File: config.mk
export PLATFORM = sky130hd
export DESIGN_NAME = two_channel_note_sequencer
export DESIGN_NICKNAME = d
export VERILOG_FILES = /design/src/rtl/two_channel_note_sequencer.sv
export SDC_FILE = /design/constraint.sdc
export NUM_CORES = 1
export LEC_CHECK = 0
export BUFFER_PORTS_ARGS = -buffer_cell sky130_fd_sc_hd__buf_2
export CORE_UTILIZATION = 50
export CTS_CLUSTER_DIAMETER = 80
export DETAILED_ROUTE_END_ITERATION = 8
export PLACE_DENSITY_LB_ADDON = 0.25
export SLEW_MARGIN = 30
export SYNTH_ARGS = -nofsm -noshare
export SYNTH_HDL_FRONTEND = slang
export SYNTH_SLANG_ARGS = --single-unit
File: constraint.sdc
create_clock -name clk -period 3.15 [get_ports clk]
set_input_delay 0.315 -clock clk [delete_from_list [all_inputs] [get_ports clk]]
set_output_delay 0.315 -clock clk [all_outputs]
set_load 0.02 [all_outputs]
File: src/rtl/two_channel_note_sequencer.sv
// two_channel_note_sequencer
//
// Purpose: plays a 16-entry pattern of {duration, channel A period,
// channel B period} steps into a two-channel square wave generator at a
// programmable tempo, with optional looping. It needs no host CPU during
// playback. A period of 0 on either output means silence.
//
// Ports:
//   clk        in   single clock, rising edge
//   rst_n      in   asynchronous active-low reset (clears pattern memory)
//   wr_en      in   pattern write strobe, honoured only while idle
//   wr_addr    in   pattern entry index
//   wr_data    in   {dur[3:0], per_a[7:0], per_b[7:0]}
//   tick_div   in   cycles per tempo tick minus 1
//   last_step  in   index of the final step played
//   loop_en    in   1 = wrap to step 0 after last_step, 0 = stop
//   start      in   start request (level, idle only)
//   stop       in   abort request (level, beats start and step-end)
//   period_a   out  channel A half-period
//   period_b   out  channel B half-period
//   step       out  current or last fetched step index
//   busy       out  high while fetching or playing
//   done       out  one-cycle pulse when a non-looping sequence completes
module two_channel_note_sequencer #(
  parameter int DEPTH_LOG2 = 4,
  parameter int TICK_WIDTH = 16
) (
  input  logic                  clk,
  input  logic                  rst_n,
  input  logic                  wr_en,
  input  logic [DEPTH_LOG2-1:0] wr_addr,
  input  logic [19:0]           wr_data,
  input  logic [TICK_WIDTH-1:0] tick_div,
  input  logic [DEPTH_LOG2-1:0] last_step,
  input  logic                  loop_en,
  input  logic                  start,
  input  logic                  stop,
  output logic [7:0]            period_a,
  output logic [7:0]            period_b,
  output logic [DEPTH_LOG2-1:0] step,
  output logic                  busy,
  output logic                  done
);

  localparam int DEPTH = 2 ** DEPTH_LOG2;

  typedef enum logic [1:0] {
    IDLE  = 2'd0,
    FETCH = 2'd1,
    PLAY  = 2'd2
  } state_t;

  state_t state;
  state_t next_state;

  logic [19:0]           mem [DEPTH];
  logic [TICK_WIDTH-1:0] tick_div_sh;
  logic [DEPTH_LOG2-1:0] last_step_sh;
  logic                  loop_en_sh;
  logic [TICK_WIDTH-1:0] tick_cnt;
  logic [3:0]            dur_cnt;

  logic       start_ok;
  logic       step_end;
  logic       at_last;
  logic [19:0] entry;

  // Start is only accepted when stop is not also asserted.
  assign start_ok = start && !stop;
  // Both counters exhausted: this is the final PLAY cycle of the step.
  assign step_end = (state == PLAY) && (tick_cnt == '0) && (dur_cnt == '0);
  assign at_last  = (step == last_step_sh);
  assign entry    = mem[step];

  always_ff @(posedge clk or negedge rst_n) begin
    if (!rst_n) begin
      state <= IDLE;
    end else begin
      state <= next_state;
    end
  end

  always_comb begin
    next_state = state;
    case (state)
      IDLE: begin
        if (start_ok) begin
          next_state = FETCH;
        end
      end
      FETCH: begin
        next_state = stop ? IDLE : PLAY;
      end
      PLAY: begin
        if (stop) begin
          next_state = IDLE;
        end else if (step_end) begin
          next_state = (!at_last || loop_en_sh) ? FETCH : IDLE;
        end
      end
      default: next_state = IDLE;
    endcase
  end

  always_comb begin
    busy = (state != IDLE);
  end

  // Pattern memory: writes are accepted only while idle, so a running
  // sequence can never see its pattern change underneath it.
  always_ff @(posedge clk or negedge rst_n) begin
    if (!rst_n) begin
      for (int i = 0; i < DEPTH; i++) begin
        mem[i] <= '0;
      end
    end else if (wr_en && (state == IDLE)) begin
      mem[wr_addr] <= wr_data;
    end
  end

  // Datapath: shadow configuration, step index, counters and the
  // registered period/done outputs.
  always_ff @(posedge clk or negedge rst_n) begin
    if (!rst_n) begin
      tick_div_sh  <= '0;
      last_step_sh <= '0;
      loop_en_sh   <= 1'b0;
      tick_cnt     <= '0;
      dur_cnt      <= '0;
      step         <= '0;
      period_a     <= '0;
      period_b     <= '0;
      done         <= 1'b0;
    end else begin
      done <= 1'b0;
      case (state)
        IDLE: begin
          if (start_ok) begin
            tick_div_sh  <= tick_div;
            last_step_sh <= last_step;
            loop_en_sh   <= loop_en;
            step         <= '0;
          end
        end
        FETCH: begin
          if (stop) begin
            period_a <= '0;
            period_b <= '0;
          end else begin
            period_a <= entry[15:8];
            period_b <= entry[7:0];
            dur_cnt  <= entry[19:16];
            tick_cnt <= tick_div_sh;
          end
        end
        PLAY: begin
          if (stop) begin
            period_a <= '0;
            period_b <= '0;
          end else if (tick_cnt != '0) begin
            tick_cnt <= tick_cnt - 1'b1;
          end else if (dur_cnt != '0) begin
            dur_cnt  <= dur_cnt - 1'b1;
            tick_cnt <= tick_div_sh;
          end else if (!at_last) begin
            step <= step + 1'b1;
          end else if (loop_en_sh) begin
            step <= '0;
          end else begin
            // Non-looping completion: silence and pulse done; step
            // keeps pointing at the last step played.
            period_a <= '0;
            period_b <= '0;
            done     <= 1'b1;
          end
        end
        default: begin
          period_a <= '0;
          period_b <= '0;
        end
      endcase
    end
  end

endmodule

==> flow_summary.ini, run 1 <==
[final_layout]
final_cells = 1719
area_growth_pct = 15.25
fin_area_um2 = 20360
nets = 1290
fin_util_pct = 58.81
drive_above_1_share_pct = 50.00

[worst_hold_path]
holdCritStartpoint = tick_div[3]
hp-class = in2reg
hold_depth = 2
min_to = tick_div_sh[3]$_DFFE_PN0P_

[global_routing]
antenna_found_initial = 3
grt_use_total_pct = 23.73
grt_pass1_vias = 10850
grt_max_degree = 85
grt_first_pass_wirelength_mm = 65.01
grt_remaining_overflow = 0

[critical_path]
crit_path_max_fanout = 16
cp-end-kind = register
worstPathCellList = inv_1, ha_1, nor4b_2, nand2_1, nor4_1, nand2b_1, buf_4, a32o_1
cp_data_arrival_time_ps = 3030
r2r.worst_path.cells = 8
critical-path-max-stage-delay_ps = 480
crit_path_start_kind = register
rr_endpoint = period_a[5]$_DFFE_PN0P_
required_ps = 3620
cpMaxStageDelayCell = nor4b_2
r2r_start = tick_cnt[0]$_DFFE_PN0P_
crit_type = reg2reg
reg2reg_slack_ps = 590

[drt]
dr.max_layer_used = met4
viasPerCell = 5.992
finalWirelength_mm = 41.01
ant_nets = 0
drc = 0
vias = 10300
detailedRoute.firstIterationViolations = 712
routedWlPerCell_um = 23.86
firstDrtPassIters = 4
wl_met3_mm = 2.389
drt-met1-wl_mm = 18.19
met2_length_mm = 19.72

[pwr]
p_total_mw = 18.96
pwr_density_cell_nw_per_um2 = 931.2
peakVddDrop_v = 0.0005647
p_leak_nw = 9.021

[clocking]
cts_made_buffers = 42
cts_tree = yes
cts_resized = 0
path_clk_slew_ps = 60
cts-htree-levels = 2
cts.sinks = 384
root_buffer = clkbuf_16
clkLatencyLatePin_ps = 560
max-clock-path-buffers = 3

[timing]
finalCriticalPeriod_ps = 2559
min_period_over_period_pct = 81.25
clock.fmax_mhz = 390.7
skew_ps = 26.87
drv_slew = 0
totalNegativeSetupSlack_ps = 0
maxSlewHeadroom_pct = 43.35
rsz0062_at_grt = no
setup_violations = 0
hold_viol_final = 0
tightest_slew_ps = 849.8

[yosys]
synth_ff_type = dfrtp_1
yosys.area.top_type_share_pct = 54.39
yosys.area_share.simple_pct = 3.385
syn_area_um2 = 17670
synth-compound-area-share_pct = 2.974
synth_fp_nets = 1201
synth_top_family_by_area = multiplexers
avgSynthCellArea_um2 = 15.46
synthArstFlopShare_pct = 100.0
yosysTopAreaCell = dfrtp_1
synth-seq-cells = 384
syn_inst = 1143
synthMuxAreaShare_pct = 35.76
synth_xor_area_share_pct = 0.1983
synth_fa_ha_area_share_pct = 0.5665
synthTopCellsByArea = dfrtp_1 54%, mux2_2 22%, mux4_2 9.6%
synthDistinctLibCells = 50
synth-edff-count = 0
yosysSeqAreaShare_pct = 54.39
ys_warn_count = 0

[floorplan]
die-area_um2 = 36090
rows = 68
die_w_um = 190.0
die_y_um = 190.0
design.core.area_um2 = 34630
io_pins = 72
start_util_pct = 51.02

[place]
hpwl_mm = 24.60
dp_cells = 1625
dpl_cell_area_um2 = 18720
place.gp.congestion = 0.7976
portBuffers = 71

[status]
status = finished, final reports clean

[job]
max_cap_violations = 0
per-layer routing:
metal / vias up / track usage (%)
li1: 4496 / -
met1: 5505 / 34.19
met2: 250 / 37.23
met3: 49 / 4.335
met4: 0 / 6.141
met5: - / 0
cells in the final DEF (no fill, tap or decap), drive strengths merged, types with 10 or more instances in the layout:
cell,n
nand2,21
mux2i,14
mux4,98
mux2,345
clkbuf,52
nor3,13
inv,18
a32o,16
nand2b,10
dlygate4sd3,18
nor2,27
o21ai,17
dfrtp,384
buf,117
cell families (layout without fill, tap and decap cells):
logic type / after synthesis / count (layout)
compound gates: 71 / 71
other cells: 0 / 2
fa+ha+maj: 8 / 8
xor+xnor: 4 / 4
flops: 384 / 384
buf+inv: 106 / 225
simple gates: 113 / 113
mux: 457 / 457
sequential cells by signal (all words and copies together) (netlist names):
| signal | count |
|---|---|
| done | 1 |
| dur_cnt | 4 |
| last_step_sh | 4 |
| loop_en_sh | 1 |
| mem | 320 |
| period_a | 8 |
| period_b | 8 |
| state | 2 |
| step | 4 |
| tick_cnt | 16 |
| tick_div_sh | 16 |
through the flow:
stage	worst slack [ps]	hold slack (ps)
global route	468.9	9.423
CTS	596.8	0.3934
floorplan	932.8	19.41
detailed placement	660.1	308.8
global placement	733.0	306.0
finish	590.6	10.62
synth_stat cells (4+ instances only):
cell,number
mux4_1,23
o211ai_1,6
buf_1,15
o21ai_0,16
nand3_1,9
nand4_1,9
mux4_2,75
xnor2_1,4
nor4_1,6
nor2_1,27
dfrtp_1,384
nand2_1,21
ha_1,8
buf_6,7
inv_1,16
o2bb2ai_1,6
mux2_2,345
nand2b_1,10
mux2i_1,14
a32o_1,16
clkbuf_1,49
buf_2,15
nor3_1,12
a21oi_1,8
how the worst max path moves through the flow:
stage	from	to	slack (ps)	depth (start not counted)
floorplan	step[2]$_DFFE_PN0P_	period_a[0]$_DFFE_PN0P_	930	5
global placement	state[0]$_DFFE_PN0P_	mem[271]$_DFFE_PN0P_	730	6
detailed placement	tick_cnt[0]$_DFFE_PN0P_	period_a[4]$_DFFE_PN0P_	660	8
CTS	tick_cnt[0]$_DFFE_PN0P_	period_a[5]$_DFFE_PN0P_	600	8
global route	tick_cnt[0]$_DFFE_PN0P_	period_a[5]$_DFFE_PN0P_	470	8
finish	tick_cnt[0]$_DFFE_PN0P_	period_a[5]$_DFFE_PN0P_	590	8
area by class of cell:
class                   instances  area, um^2
fillers                      2664       14260
flip-flops and latches        384        9618
multi-input cells             653        7621
clock buffers                  52        1170
repair buffers                135        1028
well taps                     455       569.3
clock inverters                22       291.5
inverters                      16       60.06
diodes                          2       5.005
power by group:
| group | leakage (nW) | internal, mW | switching (mW) |
|---|---|---|---|
| logic | 3.38 | 3.20 | 2.08 |
| clock network | 0.712 | 3.14 | 2.03 |
| registers | 4.93 | 7.25 | 1.26 |
| total | 9.02 | 13.6 | 5.37 |
what timing repair did:
item | 4_1_cts | 5_1_grt
hold buffers | 18 | 0
buffers inserted | 0 | 0
endpoints found under the hold margin | 77 | 0
critical path, delay by kind of cell, from the launching register on:
kind	cells	cell delay, ps
buffers and inverters	2	480
flip-flops	1	390
AO/OA/AOI/OAI	1	220
AND/OR/NAND/NOR	4	1230
adder cells (fa/ha/maj)	1	150
(Power assumes the default switching activity.)
==> inputs of run 2 (changes only) <==
==> constraint.sdc (replaced) <==
create_clock -name clk -period 2.68 [get_ports clk]
set_input_delay 0.268 -clock clk [delete_from_list [all_inputs] [get_ports clk]]
set_output_delay 0.268 -clock clk [all_outputs]
set_load 0.02 [all_outputs]
==> flow_summary.ini, run 2 (synthesized netlist as in run 1, its figures left out) <==
[floorplan]
io_pins = 72
die-area_um2 = 36090
die_w_um = 190.0
rows = 68
die_y_um = 190.0
design.core.area_um2 = 34630
start_util_pct = 51.02

[timing]
min_period_over_period_pct = 87.85
clock.fmax_mhz = 424.8
fin_ws_ps = 325.7
drv_slew = 0
totalNegativeSetupSlack_ps = 0
hold_viol_final = 0
setup_violations = 0
rsz0062_at_grt = no
finalCriticalPeriod_ps = 2354
skew_ps = 15.68
tightest_slew_ps = 871.4
maxSlewHeadroom_pct = 41.91

[final_layout]
largest_register_ffs = 320
nFillCells = 2626
area_growth_pct = 16.15
nets = 1305
final_common_cell = dfrtp_1
regMostFlops = mem
reg_top3 = mem x320, tick_cnt x16, tick_div_sh x16
drive_above_1_share_pct = 50.23
layout_common_cells = 381 x dfrtp_1, 345 x mux2_2, 75 x mux4_2

[critical_path]
cpMaxStageDelayCell = or3_1
required_ps = 3120
crit_path_max_fanout = 21
reg2reg_slack_ps = 330
worstPathCellList = inv_1, ha_1, inv_1, or3_1, mux2_2
cp_top_family = simple AND/OR/NAND/NOR gates
cp_data_arrival_time_ps = 2790
cp-end-kind = register
rr_endpoint = tick_div_sh[14]$_DFFE_PN0P_
critical-path-max-stage-delay_ps = 750
r2r.worst_path.cells = 5
crit_path_start_kind = register
r2r_start = state[0]$_DFFE_PN0P_
path_buf_inv = 2
crit_type = reg2reg
crit_top_cell = inv_1

[job]
max_cap_violations = 0

[drt]
firstDrtPassIters = 4
finalWirelength_mm = 41.44
viasPerCell = 6.012
routedWlPerCell_um = 23.87
detailedRoute.firstIterationViolations = 675
ant_nets = 0
drc = 0
vias = 10440

[global_routing]
grt_remaining_overflow = 0
grt_use_total_pct = 24.20
grt_max_degree = 82
antenna_found_initial = 0
grt_pass1_vias = 10910
grt_first_pass_wirelength_mm = 65.63

[clocking]
postCtsSetupRepairBufs = 0
clkLatencyLatePin_ps = 570
cts_made_buffers = 41
cts.sinks = 384
cts-htree-levels = 2
path_clk_slew_ps = 60
root_buffer = clkbuf_16
cts_tree = yes
max-clock-path-buffers = 3

[worst_hold_path]
hold_depth = 2
min_to = mem[149]$_DFFE_PN0P_
hp-class = in2reg
holdCritStartpoint = wr_data[9]

[pwr]
p_clk_share_pct = 26.5
p_sw_share_pct = 28.39
peakVddDrop_v = 0.0007147
internal_power_mw = 15.82
pwr_density_cell_nw_per_um2 = 1077
p_leak_nw = 9.125
combPwrFrac_pct = 28.2
p_total_mw = 22.09
p_switching_mw = 6.273
seqPwrFrac_pct = 45.3

[place]
portBuffers = 71
place.gp.congestion = 0.8210
place_ws_ps = 352.0
hpwl_mm = 25.29

[status]
status = finished, final reports clean
## run 2: changes by cell type in the layout (fill, tap and decap cells not counted), sizes merged, moves of 3 or more
cell and change:
dlygate4sd3 +4, bufinv -3, clkinvlp -4, clkbuf +8, buf +12
## run 2: how the worst max path moves through the flow
stage | start | end | slack, ps | depth (start not counted)
finish | state[0]$_DFFE_PN0P_ | tick_div_sh[14]$_DFFE_PN0P_ | 330 | 5
global route | dur_cnt[0]$_DFFE_PN0P_ | step[1]$_DFFE_PN0P_ | 190 | 7
CTS | state[0]$_DFFE_PN0P_ | tick_div_sh[12]$_DFFE_PN0P_ | 320 | 5
detailed placement | state[0]$_DFFE_PN0P_ | tick_div_sh[12]$_DFFE_PN0P_ | 350 | 5
global placement | state[0]$_DFFE_PN0P_ | tick_div_sh[10]$_DFFE_PN0P_ | 420 | 5
floorplan | step[2]$_DFFE_PN0P_ | period_a[1]$_DFFE_PN0P_ | 460 | 5
## run 2: repair_timing
action / in CTS / in global routing
hold endpoints to repair: 67 / 0
hold buffers: 22 / 0
gates resized for setup: 0 / 0
## run 2: layer usage
metal | part of all wire (%) | routed length [um] | GRT usage, %
met1 | 44 | 18360 | 34.03
met2 | 48 | 20020 | 38.78
met3 | 4.8 | 1969 | 3.357
met4 | 2.6 | 1096 | 8.313
met5 | 0 | 0 | 0
## run 2: per-stage QoR
step | cells | area [um^2] | utilization [%] | hold WS (ps)
floorplan | 1143 | 17670 | - | -27.59
global placement | 1637 | 18880 | 54.53 | 217.2
detailed placement | 1637 | 18880 | 54.53 | 218.4
CTS | 1735 | 20520 | 59.26 | 123.4
global route | 1735 | 20520 | 59.26 | 151.3
finish | 1736 | 20520 | 59.26 | 148.7
## run 2: power groups by stage
stage	Clock [mW]	Sequential (mW)	Combinational [mW]
after floorplan	0	9.62	4.84
after global placement	0	9.96	6.03
after detailed placement	0	10.1	6.24
after CTS	6.00	10.0	6.30
after global routing	6.22	10.4	6.75
final	5.86	10.0	6.23
## run 2: cell type report
class,count,area (um^2),share of cell area (%)
flip-flops and latches,384,9618,46.87
multi-input cells,653,7621,37.14
clock buffers,60,1237,6.030
repair buffers,151,1234,6.011
well taps,455,569.3,2.774
clock inverters,16,180.2,0.8779
inverters,16,60.06,0.2926
diodes,1,2.502,0.01219
==> inputs of run 3 (changes only) <==
--- a/config.mk
+++ b/config.mk
@@ -6,6 +6,8 @@
 export NUM_CORES = 1
 export LEC_CHECK = 0
 export BUFFER_PORTS_ARGS = -buffer_cell sky130_fd_sc_hd__buf_2
+export CELL_PAD_IN_SITES_DETAIL_PLACEMENT = 1
+export CELL_PAD_IN_SITES_GLOBAL_PLACEMENT = 1
 export CORE_UTILIZATION = 50
 export CTS_CLUSTER_DIAMETER = 80
 export DETAILED_ROUTE_END_ITERATION = 8
==> flow_summary.ini, run 3 (synthesized netlist as in run 1, its figures left out) <==
[timing]
tightest_slew_ps = 724.2
timing.hold.ws_ps = 171.5
skew_ps = 15.47
maxSlewHeadroom_pct = 51.72
clock.fmax_mhz = 421.6
setup_violations = 0
min_period_over_period_pct = 88.51
totalNegativeSetupSlack_ps = 0
drv_slew = 0
hold_viol_final = 0
finalCriticalPeriod_ps = 2372
rsz0062_at_grt = no
fin_ws_ps = 308.1

[clocking]
cts_tree = yes
clkLatencyLatePin_ps = 560
root_buffer = clkbuf_16
max-clock-path-buffers = 3
cts.sinks = 384
cts_made_buffers = 42
path_clk_slew_ps = 60
cts_hold_buf = 22
postCtsSetupRepairBufs = 0
cts_resized = 0
cts-htree-levels = 2

[global_routing]
grt_max_degree = 85
grt_use_total_pct = 27.53
antenna_found_initial = 2
grt_pass1_vias = 12170
grt_remaining_overflow = 0
grt_first_pass_wirelength_mm = 73.84

[critical_path]
crit_path_max_fanout = 14
required_ps = 3110
reg2reg_slack_ps = 310
cp_data_arrival_time_ps = 2800
rr_endpoint = mem[62]$_DFFE_PN0P_
critical-path-max-stage-delay_ps = 420
r2r.worst_path.cells = 6
worstPathCellList = inv_1, ha_1, nand2_1, nor4_2, buf_4, mux2_2
crit_type = reg2reg
cpMaxStageDelayCell = buf_4
cp-end-kind = register
crit_path_start_kind = register
r2r_start = state[0]$_DFFE_PN0P_

[final_layout]
nFillCells = 3132
drive_above_1_share_pct = 50.19
reg_top3 = mem x320, tick_cnt x16, tick_div_sh x16
fin_util_pct = 59.51
regMostFlops = mem
fin_area_um2 = 20610
final_common_cell = dfrtp_1
area_growth_pct = 16.63
nets = 1310
layout_common_cells = 381 x dfrtp_1, 345 x mux2_2, 75 x mux4_2
largest_register_ffs = 320

[pwr]
pwr_density_cell_nw_per_um2 = 1107
p_clk_share_pct = 27.0
p_leak_nw = 9.151
seqPwrFrac_pct = 44.6
p_switching_mw = 6.699
internal_power_mw = 16.12
peakVddDrop_v = 0.0006717
p_sw_share_pct = 29.36
combPwrFrac_pct = 28.4

[place]
hpwl_mm = 28.13
portBuffers = 71
place_ws_ps = 356.7
dpl_cell_area_um2 = 18910
place.gp.congestion = 0.8515

[floorplan]
die_y_um = 190.0
die-area_um2 = 36090
start_util_pct = 51.02
io_pins = 72
die_w_um = 190.0
design.core.area_um2 = 34630
rows = 68

[drt]
detailedRoute.firstIterationViolations = 464
finalWirelength_mm = 46.83
routedWlPerCell_um = 26.91
firstDrtPassIters = 5
viasPerCell = 6.123
drc = 0
vias = 10650
ant_nets = 0

[worst_hold_path]
hp-class = in2reg
hold_depth = 2
min_to = mem[223]$_DFFE_PN0P_
holdCritStartpoint = wr_data[3]

[job]
max_cap_violations = 0

[status]
status = finished, final reports clean
## run 3: changes by cell type in the layout (fill, tap and decap cells not counted)
cell,before,now
clkinvlp_4,1,0
bufinv_16,3,5
clkinv_2,9,5
inv_6,2,3
diode_2,1,2
clkbuf_1,5,7
clkbuf_16,41,43
buf_4,41,45
inv_16,1,0
clkbuf_8,14,12
## run 3: worst max-delay path, delay by kind of cell (launching register included)
family | cells | cell delay [ps]
flops | 1 | 410
simple gates | 2 | 580
buf+inv | 2 | 510
fa+ha+maj | 1 | 350
mux | 1 | 390
## run 3: worst max path at each step
stage / startpoint / end / slack, ps
after global routing: tick_cnt[0]$_DFFE_PN0P_ / period_b[0]$_DFFE_PN0P_ / 120
after CTS: state[1]$_DFFE_PN0P_ / mem[62]$_DFFE_PN0P_ / 320
after global placement: step[0]$_DFFE_PN0P_ / period_a[0]$_DFFE_PN0P_ / 400
after detailed placement: state[1]$_DFFE_PN0P_ / mem[64]$_DFFE_PN0P_ / 360
after floorplan: step[2]$_DFFE_PN0P_ / period_a[1]$_DFFE_PN0P_ / 460
final: state[0]$_DFFE_PN0P_ / mem[62]$_DFFE_PN0P_ / 310
## run 3: per-layer routing
layer	vias to the layer above	routed length [um]	track usage (%)
li1	4545	-	-
met1	5795	19490	35.16
met2	237	24210	47.22
met3	77	1905	4.852
met4	0	1227	9.646
met5	-	0	0
## run 3: metrics by stage
stage / cells / power (mW)
finish: 1740 / 22.82
global route: 1740 / 24.01
global placement: 1641 / 16.04
detailed placement: 1641 / 16.53
floorplan: 1143 / 14.45
CTS: 1738 / 22.98
## run 3: cell type report
| type | count | area, um^2 | area share (%) |
|---|---|---|---|
| Inverter | 16 | 60.06 | 0.2915 |
| Timing Repair Buffer | 155 | 1264 | 6.133 |
| Sequential cell | 384 | 9618 | 46.68 |
| Clock buffer | 62 | 1267 | 6.151 |
| Antenna cell | 2 | 5.005 | 0.02429 |
| Clock inverter | 13 | 201.4 | 0.9776 |
| Tap cell | 455 | 569.3 | 2.763 |
| Multi-Input combinational cell | 653 | 7621 | 36.98 |
## run 3: power by group through the flow
stage / clock, mW / combinational, mW / sequential, mW
after floorplan: 0 / 4.84 / 9.62
after CTS: 6.27 / 6.54 / 10.2
after detailed placement: 0 / 6.34 / 10.2
final: 6.15 / 6.49 / 10.2
after global placement: 0 / 6.07 / 9.97
after global routing: 6.46 / 7.03 / 10.5
